[src/rtl/conv_cache_pkg.sv]
// Shared definitions for conv_pixel_window_cache: FSM state encoding and
// index helpers used to size ports and place window elements.
package conv_cache_pkg;

    typedef enum logic [2:0] {
        ST_IDLE  = 3'd0,
        ST_FILL  = 3'd1,
        ST_RUN   = 3'd2,
        ST_STALL = 3'd3,
        ST_DONE  = 3'd4
    } state_t;

    function automatic int clog2(input int value);
        int result;
        int v;
        result = 0;
        v      = value - 1;
        while (v > 0) begin
            result++;
            v = v >> 1;
        end
        return result;
    endfunction

    // Bit offset of window element (row, col); the top-left element lands in the MSBs.
    function automatic int win_offset(input int row, input int col, input int ker_w, input int data_w);
        return (ker_w * ker_w - 1 - (row * ker_w + col)) * data_w;
    endfunction

endpackage

[src/rtl/conv_line_shift_buffer.sv]
// Shift-register line buffer: stage 0 holds the most recently shifted pixel,
// every stage is exposed on the parallel tap bus.
module conv_line_shift_buffer #(
    parameter int DATA_W = 32,
    parameter int DEPTH  = 19
) (
    input  logic                    clk,
    input  logic                    rst,
    input  logic                    shift_en,
    input  logic [DATA_W-1:0]       din,
    output logic [DEPTH*DATA_W-1:0] taps
);

    logic [DATA_W-1:0] r_stage [DEPTH];

    // NOTE: the stages are cleared on reset so a restarted frame never sees stale pixels in its taps.
    always_ff @(posedge clk) begin
        if (rst) begin
            for (int i = 0; i < DEPTH; i++) r_stage[i] <= '0;
        end else if (shift_en) begin
            r_stage[0] <= din;
            for (int i = 1; i < DEPTH; i++) r_stage[i] <= r_stage[i-1];
        end
    end

    for (genvar g = 0; g < DEPTH; g++) begin : g_taps
        assign taps[g*DATA_W +: DATA_W] = r_stage[g];
    end

endmodule

[src/rtl/conv_pixel_window_cache.sv]
// Raster-order pixel fetcher that streams KER_W x KER_W windows over valid/ready.
// Optional stride-2 window decimation is enabled by defining CONV_CACHE_STRIDE_EN.
module conv_pixel_window_cache
    import conv_cache_pkg::*;
#(
    parameter int DATA_W = 32,
    parameter int IMG_W  = 8,
    parameter int IMG_H  = 8,
    parameter int KER_W  = 3,
    parameter int CH_NUM = 1,
    parameter int ADDR_W = 6
) (
    input  logic                            clk,
    input  logic                            rst,
    input  logic                            enable,
    input  logic                            pause,
`ifdef CONV_CACHE_STRIDE_EN
    input  logic                            stride2,
`endif
    input  logic [DATA_W-1:0]               pixel_in,
    output logic [ADDR_W-1:0]               rom_addr,
    output logic [DATA_W*KER_W*KER_W-1:0]   win_data,
    output logic                            win_valid,
    input  logic                            win_ready,
    output logic [clog2(CH_NUM):0]          win_ch,
    output logic                            frame_done,
    output logic [2:0]                      current_state
);

    localparam int DEPTH = (KER_W - 1) * IMG_W + KER_W;
    localparam int WIN_W = DATA_W * KER_W * KER_W;
    localparam int COL_W = clog2(IMG_W) + 1;
    localparam int ROW_W = clog2(IMG_H) + 1;
    localparam int CH_W  = clog2(CH_NUM) + 1;

    localparam logic [COL_W-1:0] COL_LAST  = COL_W'(IMG_W - 1);
    localparam logic [COL_W-1:0] COL_FIRST = COL_W'(KER_W - 1);
    localparam logic [ROW_W-1:0] ROW_LAST  = ROW_W'(IMG_H - 1);
    localparam logic [ROW_W-1:0] ROW_FIRST = ROW_W'(KER_W - 1);
    localparam logic [CH_W-1:0]  CH_LAST   = CH_W'(CH_NUM - 1);

    state_t              r_state;
    state_t              w_next_state;
    logic [ADDR_W-1:0]   r_addr;
    logic [COL_W-1:0]    r_col;
    logic [ROW_W-1:0]    r_row;
    logic [CH_W-1:0]     r_ch;
    logic [WIN_W-1:0]    r_win_data;
    logic                r_win_valid;
    logic [CH_W-1:0]     r_win_ch;
    logic                r_fetch_done;

    logic                w_fetch;
    logic                w_accept;
    logic                w_col_wrap;
    logic                w_plane_wrap;
    logic                w_last_pixel;
    logic                w_stride_ok;
    logic                w_qualify;
    logic [DEPTH*DATA_W-1:0] w_taps;
    logic [WIN_W-1:0]    w_window;
    logic                w_unused_taps;

    assign w_accept     = r_win_valid && win_ready;
    assign w_fetch      = (r_state == ST_FILL || r_state == ST_RUN) && enable && !pause
                          && !(r_win_valid && !win_ready) && !r_fetch_done;
    assign w_col_wrap   = (r_col == COL_LAST);
    assign w_plane_wrap = w_col_wrap && (r_row == ROW_LAST);
    assign w_last_pixel = w_plane_wrap && (r_ch == CH_LAST);

`ifdef CONV_CACHE_STRIDE_EN
    localparam logic KM1_ODD = 1'((KER_W - 1) % 2);
    logic r_stride2;

    always_ff @(posedge clk) begin
        if (rst) begin
            r_stride2 <= 1'b0;
        end else if (r_state == ST_IDLE) begin
            r_stride2 <= stride2;
        end
    end

    // Even offset from the first window position is a parity match on bit 0.
    assign w_stride_ok = !r_stride2 || ((r_row[0] == KM1_ODD) && (r_col[0] == KM1_ODD));
`else
    assign w_stride_ok = 1'b1;
`endif

    assign w_qualify = (r_row >= ROW_FIRST) && (r_col >= COL_FIRST) && w_stride_ok;

    conv_line_shift_buffer #(
        .DATA_W (DATA_W),
        .DEPTH  (DEPTH)
    ) u_line_buf (
        .clk      (clk),
        .rst      (rst),
        .shift_en (w_fetch),
        .din      (pixel_in),
        .taps     (w_taps)
    );

    // Only the window positions of the tap bus feed the output.
    assign w_unused_taps = ^w_taps;

    // Pixel age 0 is the incoming pixel; age a > 0 sits in buffer stage a-1.
    always_comb begin
        int age;
        age      = 0;
        w_window = '0;
        for (int r = 0; r < KER_W; r++) begin
            for (int c = 0; c < KER_W; c++) begin
                age = (KER_W - 1 - r) * IMG_W + (KER_W - 1 - c);
                if (age == 0) begin
                    w_window[win_offset(r, c, KER_W, DATA_W) +: DATA_W] = pixel_in;
                end else begin
                    w_window[win_offset(r, c, KER_W, DATA_W) +: DATA_W] = w_taps[(age - 1) * DATA_W +: DATA_W];
                end
            end
        end
    end

    always_ff @(posedge clk) begin
        if (rst) begin
            r_state <= ST_IDLE;
        end else begin
            r_state <= w_next_state;
        end
    end

    // NOTE: next-state is defaulted to the current state first so no path through the case infers a latch.
    always_comb begin
        w_next_state = r_state;
        case (r_state)
            ST_IDLE:  if (enable) w_next_state = ST_FILL;
            ST_FILL:  if (w_fetch && w_qualify) w_next_state = ST_RUN;
            ST_RUN: begin
                if (r_fetch_done) begin
                    w_next_state = (w_accept || !r_win_valid) ? ST_DONE : ST_STALL;
                end else if (w_fetch && w_plane_wrap && !w_last_pixel) begin
                    w_next_state = ST_FILL;
                end else if (r_win_valid && !win_ready) begin
                    w_next_state = ST_STALL;
                end
            end
            ST_STALL: if (w_accept || !r_win_valid) w_next_state = r_fetch_done ? ST_DONE : ST_RUN;
            ST_DONE:  w_next_state = ST_IDLE;
            default:  w_next_state = ST_IDLE;
        endcase
    end

    // NOTE: all state updates use non-blocking assignments so every register samples pre-edge values.
    always_ff @(posedge clk) begin
        if (rst) begin
            r_addr       <= '0;
            r_col        <= '0;
            r_row        <= '0;
            r_ch         <= '0;
            r_win_data   <= '0;
            r_win_valid  <= 1'b0;
            r_win_ch     <= '0;
            r_fetch_done <= 1'b0;
        end else if (r_state == ST_DONE) begin
            r_addr       <= '0;
            r_col        <= '0;
            r_row        <= '0;
            r_ch         <= '0;
            r_fetch_done <= 1'b0;
        end else if (w_fetch) begin
            r_addr       <= r_addr + ADDR_W'(1);
            r_col        <= w_col_wrap ? '0 : r_col + COL_W'(1);
            if (w_col_wrap) begin
                r_row <= (r_row == ROW_LAST) ? '0 : r_row + ROW_W'(1);
            end
            if (w_plane_wrap && !w_last_pixel) begin
                r_ch <= r_ch + CH_W'(1);
            end
            r_fetch_done <= w_last_pixel;
            r_win_data   <= w_window;
            r_win_ch     <= r_ch;
            r_win_valid  <= w_qualify;
        end else if (w_accept) begin
            r_win_valid  <= 1'b0;
        end
    end

    assign rom_addr      = r_addr;
    assign win_data      = r_win_data;
    assign win_valid     = r_win_valid;
    assign win_ch        = r_win_ch;
    assign frame_done    = (r_state == ST_DONE);
    assign current_state = r_state;

endmodule

[config.mk]
export PLATFORM = sky130hd
export DESIGN_NAME = conv_pixel_window_cache
export DESIGN_NICKNAME = d
export VERILOG_FILES = /design/src/rtl/conv_cache_pkg.sv /design/src/rtl/conv_line_shift_buffer.sv /design/src/rtl/conv_pixel_window_cache.sv
export SDC_FILE = /design/constraint.sdc
export NUM_CORES = 1
export LEC_CHECK = 0
export CAP_MARGIN = 20
export CORE_MARGIN = 2
export CORE_UTILIZATION = 37
export DETAILED_ROUTE_END_ITERATION = 10
export GPL_TIMING_DRIVEN = 0
export SYNTH_ARGS = -nofsm -noshare
export SYNTH_HDL_FRONTEND = slang
export SYNTH_HIERARCHICAL = 1
export SYNTH_SLANG_ARGS = --single-unit
[constraint.sdc]
create_clock -name clk -period 21.6 [get_ports clk]
set_input_delay 3.24 -clock clk [delete_from_list [all_inputs] [get_ports clk]]
set_output_delay 3.24 -clock clk [all_outputs]
set_load 0.05 [all_outputs]
# Word-level counts from Yosys, hierarchy flattened
# Memory sizes are Yosys's and may differ from the RTL's.
# Cells that the tools add are included.
# Widths: inputs -> output; s select.
[word_totals]
register_bits = 309
ramBits = 608
in_bits = 37
output_inout_bits = 300
wordCells = 113
memories = 1
[memory_table]
columns = ["memory", "depth", "width", "read_ports", "rd_clocked_by_memory_dff", "wr", "line", "rtl"]
rows = [
  ["u_line_buf.r_stage", 19, 32, 18, 0, 19, "conv_line_shift_buffer.sv:14", "logic [DATA_W-1:0] r_stage [DEPTH];"],
]
[classes]
addsub = 4
order_cmp = 2
n_eq_ne = 10
muxes = 37
bitwise_logic = 21
reduce_logical = 29
[ops]
columns = ["cell", "count"]
rows = [
  ["$mux 32", 19],
  ["$mux 3", 8],
  ["$or 1x1->1", 19],
  ["$logic_and 1x1->1", 13],
  ["$pmux 3 s4", 1],
  ["$add 4x1->4 const B", 2],
  ["$eq 4x3->1 const B", 2],
  ["$ge 4x2->1 const B", 2],
  ["$mux 4", 2],
  ["$reduce_and 2->1", 4],
  ["$mux 1", 7],
  ["$add 6x1->6 const B", 1],
  ["$eq 3x2->1 const B", 2],
  ["$logic_not 1->1", 6],
  ["$ne 2x2->1 const B", 2],
  ["$ne 4x2->1 const B", 1],
  ["$reduce_and 4->1", 1],
  ["$eq 3x1->1 const B", 1],
  ["$eq 3x3->1 const B", 1],
  ["$logic_not 3->1", 1],
  ["$logic_or 1x1->1", 2],
  ["$ne 2x1->1 const B", 1],
  ["$not 1->1", 2],
  ["$reduce_bool 2->1", 1],
  ["other kinds (2)", 2],
]

# Longest topological paths before layout
# Gate-level depths: netlist of run 1.
[logic_depth]
ltp_word = 11
mapped_depth = 10
ltp_nobuf = 7

# Modules after synthesis
# Netlist of run 1, hierarchy kept.
[modules_own_cells]
columns = ["module", "n_inst", "cells_per_inst", "area_per_inst_um2", "seq_area_each_um2"]
rows = [
  ["conv_line_shift_buffer", 1, 1348, 24243.3, 18257.5],
  ["conv_pixel_window_cache", 1, 1375, 10892.9, 6185.9],
]

# Worst setup path before layout of run 1
# No wires, ideal clock.
[synth_path]
path_kind = "in2reg"
startpoint = "input port pause"
endpoint = "memory u_line_buf.r_stage[0][0] (enable)"
setup_ps = 726
arrival_ps = 11619
t_required_ps = 20874
path_slack_ps = 9254
cell_stages = 8
path_buffers = 4
cell_sequence = "nor4b_4 -> nand3_2 -> inv_2 -> buf_4 -> buf_2 -> buf_4 -> buf_2 -> or2_2"
[synth_rtl]
columns = ["element", "line", "rtl"]
rows = [
  ["start: declaration", "conv_pixel_window_cache.sv:16", "input logic pause,"],
  ["end: declaration", "conv_line_shift_buffer.sv:14", ""],
]

==> results of run 1 <==
## tightest hold or removal path, stage by stage, from the launching register on
cell and delay [ps]:
dfxtp_1 300, nand2_1 50, a21oi_1 50
## layout make-up
class                   count  share of cell area, %
inverters                   5                0.04450
clock buffers             141                  6.690
diodes                      4                0.02373
repair buffers            347                  8.648
well taps                1186                  3.518
plain buffers             231                  2.875
multi-input cells        1536                  21.95
flip-flops and latches    885                  55.68
clock inverters            34                 0.5785
## per-layer routing
metal	vias up	GRT usage [%]	share of wire, %
li1	10316	-	-
met4	0	6.432	3.1
met2	457	32.34	52
met5	-	0	0
met3	135	3.646	5.5
met1	10096	20.45	40
## flip-flops by register name, indices dropped and copies added (netlist names)
signal	flops
r_ch	1
r_col	4
r_fetch_done	1
win_data	288
r_row	4
current_state	3
win_ch	1
win_valid	1
u_line_buf/r_stage	576
rom_addr	6
## how the worst min path moves through the flow
stage,to,slack [ps],startpoint
2_1_floorplan,win_ch,460,r_ch
3_3_place_gp,win_data[124],440,win_data[124]
3_5_place_dp,win_data[39],450,win_data[39]
4_1_cts,win_data[39],450,win_data[39]
5_1_grt,win_data[31],470,win_data[31]
6_report,win_data[264],450,win_data[264]
## power by group
part	switching, mW	total, mW	leakage (nW)	internal, mW
Clock	0.658	1.58	1.53	0.917
Sequential	0.0889	2.11	8.51	2.02
Combinational	0.497	0.710	7.36	0.213
Total	1.24	4.40	17.4	3.15
==> metrics.txt, run 1 <==
status=finished clean; GRT overflow=0; Worst Path Buf+Inv=9; commonest non-fill, non-tap cell in the layout=nand2_1; postcts setup bufs=0; skew final=38.37 ps; final hold vios=0; crit path DAT=7250 ps; CTS clk-pin slew, worst paths=60 ps; register area=0.02348 mm²; synthesized cell area=0.03397 mm²; number of global-route vias before repair=20984; nets=3142; Worst Tran Pin Value=1025 ps; crit path time final=6972 ps; VDD IR max=approximately 54 µV; Placer Congestion=0.8287; critical path depth=12; Worst EP required=21870 ps; type of origin of the critical path=input port; Post-Layout Inst Area=0.04218 mm²; Max Root-Sink Buffers=3; worst reg-to-reg setup slack=17240 ps; Via-to-Cell Ratio=4.808; total CTS buffers=94; CP Launch Point=enable; synth warn=6; Initial DRT Pass Iterations=5; H-tree depth=3; Final ANT Viol Nets=0; area of the multi-input gates=0.009256 mm²; starting density of the core=a little under two fifths; r2r endpoint=u_line_buf/r_stage[0][77]; routed vias=approximately 21000; post-route setup slack=14630 ps; cells after synthesis=2657; Filler Cell Count=8262; Worst Path Max Fanout=69; pre-CTS WS=13940 ps; synthesized area per cell=12.78 µm²; Root Driver=clkbuf_16; dpl hpwl=62.30 mm; Finished Layout Cells=4369; first-pass GRT wire length=~130 mm; worst hold path type=flop to flop; R2R cell count=11; Critical Path End Type=flop; Worst R2R Start=r_fetch_done; # port buffers=335; setup TNS=0 ps; Fin Hold WS=451.9 ps; setup violators final=0; largest net degree at the start of global routing=70; drt initial violations=1203; Slew headroom=31.64%; CTS sink count=885; clk_lat worst skew=roughly 640 ps; CTS tree=built; Tot Pwr=4.399 mW; max incr delay on CP=520 ps; hold-critical path depth=2; synthesized net count=2699; max_cap viols=0; Post-DP Area=0.03909 mm²; Leakage Power=around 17 nW; Critical Path, Cell by Cell=clkdlybuf4s50_1 > nor4b_4 > nand3_2 > inv_2 > buf_4 > buf_2 > buf_4 > buf_2 > or2_4 > buf_12 > buf_16 > buf_16; Post-CTS Hold Buffers=0; Area Growth Syn to Fin=24.17%; Core ar.=0.09139 mm²; Max Clk Rate=143.4 MHz; WL final=84.54 mm; Final Cycle Share=32.28%; DP Cell Count=between 4000 and 5000; Top-Level Pins=337; Worst path slowest cell=or2_4; fin. max-slew vios=0; RSZ-0062 raised after global routing=no; CP top delay family=buffers and inverters; initial antenna violation count=5; Die Ht=307.0 µm; Crit Path Category=input port to flop; final core utilization=46.15%; post-CTS sizing=0; Core Rows=111; Die X=307.0 µm; Remaining DRCs=0; crit path to=u_line_buf/r_stage[0][77]; full die area=roughly 0.094 mm²; Tot GR Track Use=between 10% and 20%; WL/cell=19.35 µm; power density over the cells=104.3 mW/mm²; commonest cells after routing, fill and taps aside=592 x nand2_1, 577 x and3b_1, 576 x edfxtp_1, 335 x clkdlybuf4s50_1, 309 x dfxtp_1; share of layout cells above drive strength 1=10.38%
(Power assumes the default switching activity.)
==> inputs of run 2 (changes only) <==
==> constraint.sdc (replaced) <==
create_clock -name clk -period 7.2 [get_ports clk]
set_input_delay 1.08 -clock clk [delete_from_list [all_inputs] [get_ports clk]]
set_output_delay 1.08 -clock clk [all_outputs]
set_load 0.05 [all_outputs]
==> run 2 against run 1 <==
Hold slack worse by 0.68 ps; sequential share of layout area down 0.25 points; non-clock buffer count fell by 1; design area rose by 0.45%; global-route usage is 0.15 points lower; sequential power increased to 3.0 times the previous value; clock-buffer cell count down 8; largest cell class unchanged; total power grew to 3.1 times the previous value; clock skew about the same; combinational power increased to 3.0 times the previous value.
==> metrics.txt, run 2 (synthesis results as in run 1) <==
status=finished clean; Initial DRT Pass Iterations=5 (unchanged); Max Root-Sink Buffers=3 (unchanged); CTS sink count=885 (unchanged); Slew headroom=23.23% (-8.4 points); setup violators final=0 (unchanged); initial antenna violation count=2 (-3); Filler Cell Count=8237 (-0.30%); number of global-route vias before repair=20861 (-0.59%); dpl hpwl=61.78 mm (-0.84%); fin. max-slew vios=0 (unchanged); Core ar.=0.09139 mm² (unchanged); Die Ht=307.0 µm (unchanged); max incr delay on CP=560 ps (+40 ps); Top-Level Pins=337 (unchanged); Crit Path Category=input port to flop; H-tree depth=3 (unchanged); Worst EP required=7490 ps (-14380 ps); clk_lat worst skew=660 ps (+20 ps); nets=3142 (unchanged); postcts setup bufs=0 (unchanged); Die X=307.0 µm (unchanged); Tot GR Track Use=17.57% (-0.15 points); Critical Path, Cell by Cell=clkdlybuf4s50_1 > nor4b_4 > nand3_2 > inv_2 > buf_4 > buf_2 > buf_4 > buf_2 > or2_4 > buf_16 > buf_16 > buf_16; Max Clk Rate=201.2 MHz; pre-CTS WS=1491 ps (-12450 ps); VDD IR max=237.1 µV (+340%); Via-to-Cell Ratio=4.799 (-0.17%); Worst Path Max Fanout=67 (-2.9%); starting density of the core=37.17% (unchanged); Root Driver=clkbuf_16; CTS tree=built; post-route setup slack=2229 ps (-12400 ps); RSZ-0062 raised after global routing=no; drt initial violations=1074 (-11%); crit path DAT=5260 ps (-1990 ps); full die area=0.09424 mm² (unchanged); CP top delay family=buffers and inverters; Tot Pwr=13.45 mW (+210%); crit path time final=~5000 ps; power density over the cells=317.6 mW/mm² (+200%); Placer Congestion=0.8339 (+0.63%); share of layout cells above drive strength 1=10.21% (-0.17 points); GRT overflow=0 (unchanged); max_cap viols=0 (unchanged); Core Rows=111 (unchanged); WL/cell=19.31 µm (-0.22%); Remaining DRCs=0 (unchanged); final hold vios=0 (unchanged); worst hold path type=flop to flop; routed vias=20977 (-0.13%); Worst Tran Pin Value=1152 ps (+126.1 ps); total CTS buffers=95 (+1.1%); max reg flops=576 (unchanged); first-pass GRT wire length=125.1 mm (-0.72%); commonest cells after routing, fill and taps aside=592 x nand2_1, 577 x and3b_1, 576 x edfxtp_1, 335 x clkdlybuf4s50_1, 309 x dfxtp_1; Worst Path Buf+Inv=9 (unchanged); Final Cycle Share=69.04%; # port buffers=335 (unchanged); WL final=84.39 mm (-0.17%); skew final=38.85 ps (+0.4728 ps); type of origin of the critical path=input port; Worst path slowest cell=or2_4; commonest non-fill, non-tap cell in the layout=nand2_1; Area Growth Syn to Fin=24.72%; Critical Path End Type=flop; largest net degree at the start of global routing=68 (-2.9%); post-CTS sizing=0 (unchanged); CTS clk-pin slew, worst paths=60 ps (about the same); largest reg by FF count=u_line_buf/r_stage; Final ANT Viol Nets=0 (unchanged); Leakage Power=17.47 nW (+0.41%); cell mode on critical path=buf_16; Post-CTS Hold Buffers=0 (unchanged)
run 2: cell count changes in the layout (fill, tap and decap cells not counted), sizes merged:
cell      previous run  this run
buf                171       170
inv                 10         6
diode                4         2
clkbuf             213       205
bufinv               1        10
clkinv              27        36
clkinvlp             1         0
run 2: path summary, 6_finish.rpt:
| check | endpoint | cells after the start | startpoint | slack, ps |
|---|---|---|---|---|
| worst min-delay path | win_data[266] | 2 | win_data[266] | 450 |
| worst min register to register | win_data[266] | 2 | win_data[266] | 450 |
| worst max-delay path | u_line_buf/r_stage[0][108] | 12 | enable | 2230 |
| worst max register to register | u_line_buf/r_stage[0][108] | 11 | current_state[2] | 2670 |
run 2: power by group:
part	switching, mW	internal [mW]	total, mW
registers	0.270	6.07	6.34
logic	1.49	0.637	2.13
clock network	1.99	2.99	4.98
run 2: per-stage QoR:
stage	std cells	hold WS, ps	instance area, µm²	setup TNS [ps]	utilization (%)
2_1_floorplan	2657	462.1	33970	0	-
3_3_place_gp	4178	440.2	38810	-1613830	42.47
3_5_place_dp	4189	445.8	39090	0	42.78
4_1_cts	4369	454.0	42360	0	46.35
5_1_grt	4369	467.4	42360	0	46.35
6_report	4371	451.2	42370	0	46.36
run 2: routing by layer:
layer | vias up | track usage (%) | part of all wire [%]
met5 | - | 0 | 0
met4 | 0 | 5.740 | 3.0
met3 | 124 | 4.273 | 5.5
met2 | 431 | 32.09 | 52
met1 | 10107 | 20.06 | 40
li1 | 10315 | - | -
run 2: cell type report:
cell class | instances | area, µm² | area share, %
diodes | 2 | 5.005 | 0.01181
plain buffers | 231 | 1212 | 2.862
clock buffers | 133 | 2701 | 6.376
clock inverters | 47 | 569.3 | 1.344
inverters | 5 | 18.77 | 0.04430
multi-input cells | 1536 | 9256 | 21.85
flip-flops and latches | 885 | 23480 | 55.43
well taps | 1186 | 1484 | 3.503
repair buffers | 346 | 3636 | 8.582
run 2: worst min-delay path: cells and delay by family (launching register included):
family	cells	cell delay (ps)
and+or+nand+nor	1	50
DFF	1	310
AOI/OAI and AO/OA	1	50
